==> src/rtl/keypad_scan_fifo.sv <==
// Row-scanned keypad with whole-sweep debounce feeding a first-word-fall-through
// key-code FIFO (rd_en/dav handshake). All outputs are registered.
module keypad_scan_fifo #(
    parameter int N_ROWS     = 4,
    parameter int N_COLS     = 3,
    parameter int CODE_W     = 4,
    parameter int SCAN_DIV   = 100000,
    parameter int DEBOUNCE   = 4,
    parameter int FIFO_DEPTH = 4
) (
    input  logic                        clock,
    input  logic                        reset,
    input  logic [N_COLS-1:0]           col,
    output logic [N_ROWS-1:0]           row,
    input  logic                        rd_en,
    output logic [CODE_W-1:0]           key_code,
    output logic                        dav,
    output logic [$clog2(FIFO_DEPTH):0] fifo_count,
    output logic                        key_held,
    output logic                        overflow
);

    localparam int RIDX_W = (N_ROWS > 1) ? $clog2(N_ROWS) : 1;
    localparam int SCNT_W = $clog2(SCAN_DIV);
    localparam int DCNT_W = $clog2(DEBOUNCE + 1);
    localparam int PTR_W  = $clog2(FIFO_DEPTH);
    localparam int CNT_W  = PTR_W + 1;

    localparam logic [SCNT_W-1:0] SCAN_LAST  = SCNT_W'(SCAN_DIV - 1);
    localparam logic [RIDX_W-1:0] ROW_LAST   = RIDX_W'(N_ROWS - 1);
    localparam logic [DCNT_W-1:0] DEB_LAST   = DCNT_W'(DEBOUNCE - 1);
    localparam logic [CNT_W-1:0]  FIFO_FULL  = CNT_W'(FIFO_DEPTH);
    localparam bit                DEB_SINGLE = (DEBOUNCE == 32'd1);

    typedef enum logic [1:0] {
        NOKEY     = 2'd0,
        DEB_PRESS = 2'd1,
        HELD      = 2'd2,
        DEB_REL   = 2'd3
    } state_t;

    // Number of set bits, saturated at 2 (only "none", "one", "many" matter)
    function automatic logic [1:0] count_sat(input logic [N_COLS-1:0] v);
        logic [1:0] n;
        n = 2'd0;
        for (int c = 0; c < N_COLS; c++) begin
            n = (v[c] && (n != 2'd2)) ? n + 2'd1 : n;
        end
        return n;
    endfunction

    function automatic logic [CODE_W-1:0] col_index(input logic [N_COLS-1:0] v);
        logic [CODE_W-1:0] idx;
        idx = {CODE_W{1'b0}};
        for (int c = N_COLS - 1; c >= 0; c--) begin
            idx = v[c] ? CODE_W'(c) : idx;
        end
        return idx;
    endfunction

    // Scan state
    logic [SCNT_W-1:0] scan_cnt_r;
    logic [RIDX_W-1:0] row_idx_r;
    logic [N_ROWS-1:0] row_r;
    logic              row_end_s;
    logic              sweep_end_s;

    // Sweep accumulation
    logic [1:0]        keys_acc_r;
    logic [CODE_W-1:0] code_acc_r;
    logic [1:0]        row_keys_s;
    logic [CODE_W-1:0] row_code_s;
    logic [1:0]        keys_sum_s;
    logic [CODE_W-1:0] res_code_s;
    logic              res_valid_s;

    // Debounce FSM
    state_t            state_r;
    logic [DCNT_W-1:0] deb_cnt_r;
    logic [CODE_W-1:0] stored_r;
    logic              key_held_r;
    logic              res_match_s;
    logic              cnt_done_s;
    logic              push_s;

    // FIFO
    logic [CODE_W-1:0] mem_r [FIFO_DEPTH];
    logic [PTR_W-1:0]  wr_ptr_r;
    logic [PTR_W-1:0]  rd_ptr_r;
    logic [CNT_W-1:0]  count_r;
    logic              dav_r;
    logic [CODE_W-1:0] key_code_r;
    logic              overflow_r;
    logic              pop_s;
    logic              full_s;
    logic              wr_s;
    logic              drop_s;
    logic [CNT_W-1:0]  count_nxt_s;
    logic [CNT_W-1:0]  remain_s;
    logic [PTR_W-1:0]  rd_ptr_nxt_s;
    logic [CODE_W-1:0] head_nxt_s;

    // Window boundaries and the combined result of the sweep ending this cycle
    always_comb begin
        row_end_s   = (scan_cnt_r == SCAN_LAST);
        sweep_end_s = row_end_s && (row_idx_r == ROW_LAST);
        row_keys_s  = count_sat(col);
        row_code_s  = CODE_W'(int'(row_idx_r) * N_COLS) + col_index(col);
        keys_sum_s  = ((keys_acc_r == 2'd2) || (row_keys_s == 2'd2)) ? 2'd2
                                                                      : keys_acc_r + row_keys_s;
        res_code_s  = (keys_acc_r == 2'd1) ? code_acc_r : row_code_s;
        res_valid_s = sweep_end_s && (keys_sum_s == 2'd1);
        res_match_s = res_valid_s && (res_code_s == stored_r);
        cnt_done_s  = (deb_cnt_r == DEB_LAST);
    end

    // Row window timer and one-hot row drive
    always_ff @(posedge clock) begin
        if (reset) begin
            scan_cnt_r <= '0;
            row_idx_r  <= '0;
            row_r      <= N_ROWS'(1'b1);
        end else if (row_end_s) begin
            scan_cnt_r <= '0;
            if (sweep_end_s) begin
                row_idx_r <= '0;
                row_r     <= N_ROWS'(1'b1);
            end else begin
                row_idx_r <= row_idx_r + RIDX_W'(1'b1);
                row_r     <= row_r << 1;
            end
        end else begin
            scan_cnt_r <= scan_cnt_r + SCNT_W'(1'b1);
        end
    end

    // Per-sweep key tally; restarts after every sweep end
    always_ff @(posedge clock) begin
        if (reset || sweep_end_s) begin
            keys_acc_r <= 2'd0;
            code_acc_r <= '0;
        end else if (row_end_s) begin
            keys_acc_r <= keys_sum_s;
            code_acc_r <= res_code_s;
        end
    end

    // Push decision is taken on the sweep-end cycle so the code is visible next cycle
    always_comb begin
        push_s = 1'b0;
        if (sweep_end_s) begin
            case (state_r)
                NOKEY:     push_s = res_valid_s && DEB_SINGLE;
                DEB_PRESS: push_s = res_match_s && cnt_done_s;
                default:   push_s = 1'b0;
            endcase
        end else begin
            push_s = 1'b0;
        end
    end

    // Debounce FSM, stepped once per sweep
    always_ff @(posedge clock) begin
        if (reset) begin
            state_r    <= NOKEY;
            deb_cnt_r  <= '0;
            stored_r   <= '0;
            key_held_r <= 1'b0;
        end else if (sweep_end_s) begin
            case (state_r)
                NOKEY: begin
                    if (res_valid_s) begin
                        stored_r <= res_code_s;
                        if (DEB_SINGLE) begin
                            state_r    <= HELD;
                            key_held_r <= 1'b1;
                        end else begin
                            state_r   <= DEB_PRESS;
                            deb_cnt_r <= DCNT_W'(1'b1);
                        end
                    end
                end
                DEB_PRESS: begin
                    if (res_match_s) begin
                        if (cnt_done_s) begin
                            state_r    <= HELD;
                            key_held_r <= 1'b1;
                        end else begin
                            deb_cnt_r <= deb_cnt_r + DCNT_W'(1'b1);
                        end
                    end else if (res_valid_s) begin
                        stored_r  <= res_code_s;
                        deb_cnt_r <= DCNT_W'(1'b1);
                    end else begin
                        state_r <= NOKEY;
                    end
                end
                HELD: begin
                    if (!res_match_s) begin
                        if (DEB_SINGLE) begin
                            state_r    <= NOKEY;
                            key_held_r <= 1'b0;
                        end else begin
                            state_r   <= DEB_REL;
                            deb_cnt_r <= DCNT_W'(1'b1);
                        end
                    end
                end
                DEB_REL: begin
                    if (res_match_s) begin
                        state_r <= HELD;
                    end else if (cnt_done_s) begin
                        state_r    <= NOKEY;
                        key_held_r <= 1'b0;
                    end else begin
                        deb_cnt_r <= deb_cnt_r + DCNT_W'(1'b1);
                    end
                end
                default: begin
                    state_r    <= NOKEY;
                    deb_cnt_r  <= '0;
                    key_held_r <= 1'b0;
                end
            endcase
        end
    end

    // FIFO next-state; the head register is preloaded so it shows the new head one cycle later
    always_comb begin
        pop_s        = rd_en && dav_r;
        full_s       = (count_r == FIFO_FULL);
        wr_s         = push_s && (!full_s || pop_s);
        drop_s       = push_s && full_s && !pop_s;
        count_nxt_s  = count_r + CNT_W'(wr_s) - CNT_W'(pop_s);
        remain_s     = count_r - CNT_W'(pop_s);
        rd_ptr_nxt_s = rd_ptr_r + PTR_W'(pop_s);
        if (remain_s != '0) begin
            head_nxt_s = mem_r[rd_ptr_nxt_s];
        end else if (wr_s) begin
            head_nxt_s = res_code_s;
        end else begin
            head_nxt_s = key_code_r;
        end
    end

    // Storage array, cleared on reset so stale codes never resurface
    always_ff @(posedge clock) begin
        if (reset) begin
            for (int i = 0; i < FIFO_DEPTH; i++) begin
                mem_r[i] <= '0;
            end
        end else if (wr_s) begin
            mem_r[wr_ptr_r] <= res_code_s;
        end
    end

    // FIFO pointers, occupancy and registered handshake outputs
    always_ff @(posedge clock) begin
        if (reset) begin
            wr_ptr_r   <= '0;
            rd_ptr_r   <= '0;
            count_r    <= '0;
            dav_r      <= 1'b0;
            key_code_r <= '0;
            overflow_r <= 1'b0;
        end else begin
            wr_ptr_r   <= wr_ptr_r + PTR_W'(wr_s);
            rd_ptr_r   <= rd_ptr_nxt_s;
            count_r    <= count_nxt_s;
            dav_r      <= (count_nxt_s != '0);
            key_code_r <= head_nxt_s;
            overflow_r <= overflow_r | drop_s;
        end
    end

    assign row        = row_r;
    assign key_code   = key_code_r;
    assign dav        = dav_r;
    assign fifo_count = count_r;
    assign key_held   = key_held_r;
    assign overflow   = overflow_r;

endmodule

==> config.mk <==
export PLATFORM = sky130hd
export DESIGN_NAME = keypad_scan_fifo
export DESIGN_NICKNAME = d
export VERILOG_FILES = /design/src/rtl/keypad_scan_fifo.sv
export SDC_FILE = /design/constraint.sdc
export NUM_CORES = 1
export LEC_CHECK = 0
export ABC_AREA = 1
export CELL_PAD_IN_SITES_DETAIL_PLACEMENT = 0
export CELL_PAD_IN_SITES_GLOBAL_PLACEMENT = 2
export CORE_MARGIN = 2
export CORE_UTILIZATION = 35
export DETAILED_ROUTE_END_ITERATION = 16
export PLACE_DENSITY_LB_ADDON = 0.15
export SLEW_MARGIN = 20
export SYNTH_ARGS = -nofsm -noshare
export SYNTH_HDL_FRONTEND = slang
export SYNTH_SLANG_ARGS = --single-unit
==> constraint.sdc <==
create_clock -name clock -period 5 [get_ports clock]
set_input_delay 1 -clock clock [delete_from_list [all_inputs] [get_ports clock]]
set_output_delay 1 -clock clock [all_outputs]
set_load 0.01 [all_outputs]
==> results.yml, run 1 <==
routing:
  drtPass1Iterations: 4
  totalWireLength_microns: 8190
  postRouteAntennaNets: 0
  drc: 0
  vias: 3051
  drt-vias-per-instance: 4.65
  wl_per_cell_microns: 12.5
  drt_iter0_drc: 152
finish:
  stdcell_area_sq_um: 4300
  final_cells: 656
  fin_nets: 540
  diodes: 0
  layout-drive-gt1-share_pct: 11.7
  final_core_util_pct: 41.6
  syn2layout_area_growth_pct: 16.0
hold_path:
  min_path_type: "reg -> reg"
  hold_depth: 2
logic_synthesis:
  yosysWarnings: 0
  synth_nets: 510
  synth_top_area_share_pct: 28.1
  muxShareOfSynthArea_pct: 0.304
  synth-simple-area-share_pct: 32.5
  ys_ff_latch: 68
  yosys.area_share.xor_xnor_pct: 2.13
  synth_area_per_cell_sq_um: 7.62
  synth_compound_area_share_pct: 8.54
  synthesis.area_sq_um: 3700
  synth_cells: 486
  yosys-top-cells-area: "dfxtp_1 (28%), edfxtp_1 (13%), nand2_1 (9.3%)"
  ys_seq_area_share_pct: 41.1
  synth_top_family_by_area: "simple AND/OR/NAND/NOR gates"
  synth.largest_area_cell: "dfxtp_1"
  synth.distinct_cells: 40
  synth_fa_ha_area_share_pct: 6.69
floorplan:
  ios: 20
  die_y_microns: 107
  start_util_pct: 35.9
  rows: 37
  core_sq_um: 10300
  dieArea_sq_um: 11400
  die_w_microns: 107
clocking:
  cts_root_buf: "clkbuf_8"
  clk_path_buf_depth: 2
  htree_levels: 3
  cts_tree: "done"
  clk_pin_slew_worst_paths_ns: 0.07
  clock_latency_ns: 0.35
  ctsHoldBuffers: 0
  ctsResizeCount: 0
  post-cts-setup-buffer-count: 0
  cts_made_buffers: 9
  clock_sinks: 68
critical_path:
  worstPathRequired_ns: 5.24
  cp_top_family: "adder cells"
  crit_fanout: 4
  worstRegToRegCells: 24
  cp.buffers_inverters: 8
  path_class: "in -> reg"
  end_kind: "flip-flop"
  cpMaxStageDelayCell: "clkdlybuf4s50_1"
  arrival_ns: 4.87
  path_depth: 25
  worst_setup_path_start_kind: "input pin"
  slowest_delay_ns: 0.51
  crit_top_cell: "inv_1"
power_and_ir_drop:
  leakagePower_nw: 1.73
  clockPowerShare_pct: 34.5
  power.density_nw_per_um2: 327
  p_comb_share_pct: 21.6
  seq_power_share_pct: 43.9
  peakVddDrop_mv: 0.142
  sw_frac_of_total_pct: 28.7
  p_int_mw: 1.00
  p_sw_mw: 0.404
placement:
  place_inst: 641
  placement.io_buffers: 19
  placed_cell_area_sq_um: 4090
  gp_congestion: 0.796
  hpwlAfterDp_microns: 6140
  preCtsSetupSlack_ns: -0.0457
grt:
  grt_first_pass_wirelength_microns: 13900
  grt_max_degree: 18
  grt.overflow.total: 0
  grt_usage_pct: 15.6
  antenna_found_initial: 0
  grt_pass1_vias: 2973
sta:
  finalCritPeriodShare_pct: 92.6
  slew_viol_final: 0
  timing.final.hold_violations: 0
  min_period_ns: 4.63
  tightest_slew_ns: 0.598
  setup_ws_ns: 0.371
  hold_slack_ns: 0.443
  finalClockSkew_ns: 0.0102
  fmax_ghz: 0.216
  slew_headroom_pct: 60.0
  setup_viol: 0
  rsz0062_at_grt: "no"
run_status:
  outcome: "completed"
run:
  drv_cap: 0
==> power groups by stage <==
stage / registers, mW / clock network, mW / logic [mW]
after global placement: 0.630 / 0 / 0.306
final: 0.618 / 0.485 / 0.304
after global routing: 0.622 / 0.519 / 0.352
after CTS: 0.618 / 0.501 / 0.309
after floorplan: 0.640 / 0 / 0.187
after detailed placement: 0.631 / 0 / 0.309
==> kinds of logic after synthesis <==
logic type,count (synthesis)
flops,68
buf+inv,86
mux,1
xor+xnor,9
compound gates,55
simple gates,249
fa+ha+maj,18
==> layout by cell type, fill, tap and decap left out, drive strengths merged, types with 3 or more instances in the layout <==
cell / n
xor2: 6
a211oi: 5
clkinv: 3
nand4: 9
clkbuf: 10
nor2: 76
nand3: 40
fa: 3
nand2: 102
o21ai: 10
buf: 8
a21oi: 30
edfxtp: 16
inv: 77
xnor2: 3
ha: 15
nor3: 13
or2: 4
clkdlybuf4s50: 19
dfxtp: 52
==> flip-flops by register name (all words and copies together), names as in the netlist, 2 cells and up, named ones only <==
signal and cells:
code_acc_r 4, deb_cnt_r 3, fifo_count 3, key_code 4, keys_acc_r 2, mem_r 16, rd_ptr_r 2, row 4
row_idx_r 2, scan_cnt_r 17, stored_r 4, wr_ptr_r 2
==> synthesized netlist by cell type, drive strengths merged <==
cell	n
nor3b	1
clkbuf	7
and3	1
o21bai	2
nor2	76
o21ai	10
nand4	9
edfxtp	16
nor3	13
nand2	102
xor2	6
or2	4
buf	1
a211oi	5
o221ai	2
o211ai	2
nor4	1
inv	77
mux2	1
ha	15
nand3	40
o31ai	2
dfxtp	52
a21oi	30
xnor2	3
fa	3
a41oi	1
clkinv	1
nand3b	2
a21boi	1
==> metal layers <==
layer / wire length (microns) / GRT usage [%] / vias up
met3: 280 / 2.55 / 6
met5: 0 / 0 / -
met1: 3960 / 20.1 / 1374
met2: 3880 / 25.4 / 44
li1: - / - / 1627
met4: 73 / 7.24 / 0
==> worst paths after layout <==
check               startpoint           end  slack [ns]
hold reg to reg   deb_cnt_r[2]  deb_cnt_r[2]        0.44
setup reg to reg  row_idx_r[0]           dav        1.10
setup / recovery        col[2]           dav        0.37
hold / removal    deb_cnt_r[2]  deb_cnt_r[2]        0.44
==> area by class of cell <==
| type | instances | area, sq um |
|---|---|---|
| sequential | 68 | 1520 |
| clock inverter | 5 | 77.6 |
| fill | 1050 | 6030 |
| timing repair buffer | 27 | 250 |
| multi-input combinational | 332 | 1860 |
| clock buffer | 10 | 128 |
| tap | 136 | 170 |
| inverter | 78 | 293 |
==> through the flow <==
| step | power (mW) | TNS (ns) |
|---|---|---|
| global route | 1.49 | 0 |
| CTS | 1.43 | 0 |
| global placement | 0.937 | 0 |
| floorplan | 0.828 | 0 |
| detailed placement | 0.940 | -0.0457 |
| finish | 1.41 | 0 |
==> worst register-to-register path: stages, from the launching register on <==
cell and delay [ns]:
dfxtp_1 0.39, inv_1 0.10, fa_1 0.55, inv_1 0.05
ha_1 0.18, inv_1 0.06, fa_1 0.40, inv_1 0.07
nand2_2 0.06, nand2_2 0.06, nand2_1 0.05, nand2_1 0.05
nand2_1 0.10, nor2_4 0.13, nand2_2 0.06, inv_2 0.05
nand2_1 0.05, inv_2 0.07, nand2_4 0.05, ha_1 0.26
inv_1 0.04, ha_1 0.19, fa_1 0.45, o31ai_1 0.26
inv_1 0.06
(Power assumes the default switching activity.)
==> run 2: changes to the inputs <==
--- a/config.mk
+++ b/config.mk
@@ -10,8 +10,10 @@
 export CELL_PAD_IN_SITES_GLOBAL_PLACEMENT = 2
 export CORE_MARGIN = 2
 export CORE_UTILIZATION = 35
+export CTS_CLUSTER_DIAMETER = 40
 export DETAILED_ROUTE_END_ITERATION = 16
 export PLACE_DENSITY_LB_ADDON = 0.15
+export REMOVE_ABC_BUFFERS = 1
 export SLEW_MARGIN = 20
 export SYNTH_ARGS = -nofsm -noshare
 export SYNTH_HDL_FRONTEND = slang
==> results.yml, run 2 (synthesis results as in run 1) <==
sta:
  timing.final.hold_violations: 0
  rsz0062_at_grt: "no"
  min_period_ns: 4.61
  finalCritPeriodShare_pct: 92.3
  tightest_slew_ns: 0.824
  slew_headroom_pct: 44.9
  tns_ns: 0
  setup_ws_ns: 0.386
  slew_viol_final: 0
  finalClockSkew_ns: 0.0133
  fmax_ghz: 0.217
  setup_viol: 0
floorplan:
  die_y_microns: 107
  die_w_microns: 107
  dieArea_sq_um: 11400
  core_sq_um: 10300
  rows: 37
  ios: 20
  start_util_pct: 35.9
critical_path:
  path_class: "in -> reg"
  worstPathRequired_ns: 5.24
  end_kind: "flip-flop"
  startpoint: "col[2]"
  arrival_ns: 4.85
  reg2reg_from: "row_idx_r[0]"
  worst_setup_path_start_kind: "input pin"
  crit_fanout: 4
clocking:
  clk_pin_slew_worst_paths_ns: 0.07
  clock_latency_ns: 0.35
  clk_path_buf_depth: 2
  post-cts-setup-buffer-count: 0
  ctsResizeCount: 0
  ctsHoldBuffers: 0
  clock_sinks: 68
  cts_root_buf: "clkbuf_8"
  cts_made_buffers: 9
  cts_tree: "done"
  htree_levels: 3
grt:
  antenna_found_initial: 0
  grt.overflow.total: 0
  grt_pass1_vias: 2889
  grt_max_degree: 18
  grt_usage_pct: 15.1
  grt_first_pass_wirelength_microns: 13500
finish:
  final_cell_mix: "nand2_1 (92), nor2_1 (69), inv_1 (68)"
  largest_register: "scan_cnt_r"
  layout-drive-gt1-share_pct: 11.6
  stdcell_area_sq_um: 4290
  nFillCells: 1078
  fin_nets: 538
  top_regs: "scan_cnt_r (17), mem_r (16)"
  diodes: 0
  largest_reg_flops: 17
  syn2layout_area_growth_pct: 15.9
  layout_commonest_cell: "nand2_1"
routing:
  vias: 3071
  drtPass1Iterations: 4
  drc: 0
  wl_per_cell_microns: 12.3
  drt_iter0_drc: 139
  postRouteAntennaNets: 0
  totalWireLength_microns: 8080
  drt-vias-per-instance: 4.69
hold_path:
  min_path_type: "reg -> reg"
  hold_start: "deb_cnt_r[2]"
placement:
  placement.io_buffers: 19
  placed_cell_area_sq_um: 4080
  preCtsSetupSlack_ns: -0.0102
  hpwlAfterDp_microns: 6030
  gp_congestion: 0.852
power_and_ir_drop:
  power.density_nw_per_um2: 331
  peakVddDrop_mv: 0.134
  power.total_mw: 1.42
  leakagePower_nw: 1.72
run_status:
  outcome: "completed"
run:
  drv_cap: 0
## run 2: worst max-delay path, stage by stage
cell             delay [ns]
clkdlybuf4s50_1        0.52
nand3_1                0.11
fa_1                   0.48
inv_1                  0.04
ha_1                   0.18
inv_1                  0.06
fa_1                   0.40
inv_1                  0.07
nand2_2                0.06
nand2_2                0.06
nand2_1                0.05
nand2_1                0.05
nand2_1                0.09
nor2_4                 0.13
nand2_2                0.06
inv_2                  0.05
nand2_1                0.05
inv_2                  0.08
nand2_4                0.04
ha_1                   0.26
inv_1                  0.04
ha_1                   0.18
fa_1                   0.46
o31ai_1                0.26
inv_1                  0.06
## run 2: metrics by stage
| stage | instances | utilization [%] | hold WS (ns) |
|---|---|---|---|
| finish | 655 | 41.6 | 0.448 |
| global route | 655 | 41.6 | 0.470 |
| CTS | 655 | 41.6 | 0.452 |
| detailed placement | 639 | 39.5 | 0.436 |
| global placement | 639 | 39.5 | 0.426 |
| floorplan | 478 | - | 0.418 |
## run 2: final timing paths
check	to	slack, ns	cells after the start
hold / removal	deb_cnt_r[2]	0.45	2
hold reg to reg	deb_cnt_r[2]	0.45	2
setup reg to reg	dav	1.14	24
setup / recovery	dav	0.39	25
## run 2: power breakdown
part / internal, mW / switching, mW / leakage [nW] / total (mW)
clock network: 0.281 / 0.221 / 0.102 / 0.502
registers: 0.598 / 0.0197 / 0.573 / 0.618
logic: 0.127 / 0.174 / 1.05 / 0.301
## run 2: final cells by class
class                           instances  area [sq um]  area share (%)
Clock inverter                          6          88.8            2.07
Clock buffer                           10           128            2.97
Sequential cell                        68          1520            35.4
Inverter                               78           293            6.82
Tap cell                              136           170            3.96
Timing Repair Buffer                   25           235            5.48
Multi-Input combinational cell        332          1860            43.3
## run 2: layer usage
| metal | global-route usage (%) | wire length (microns) | vias to the layer above |
|---|---|---|---|
| met5 | 0 | 0 | - |
| met3 | 3.59 | 255 | 10 |
| met4 | 5.84 | 110 | 0 |
| met1 | 19.6 | 4030 | 1388 |
| li1 | - | - | 1620 |
| met2 | 24.3 | 3680 | 53 |
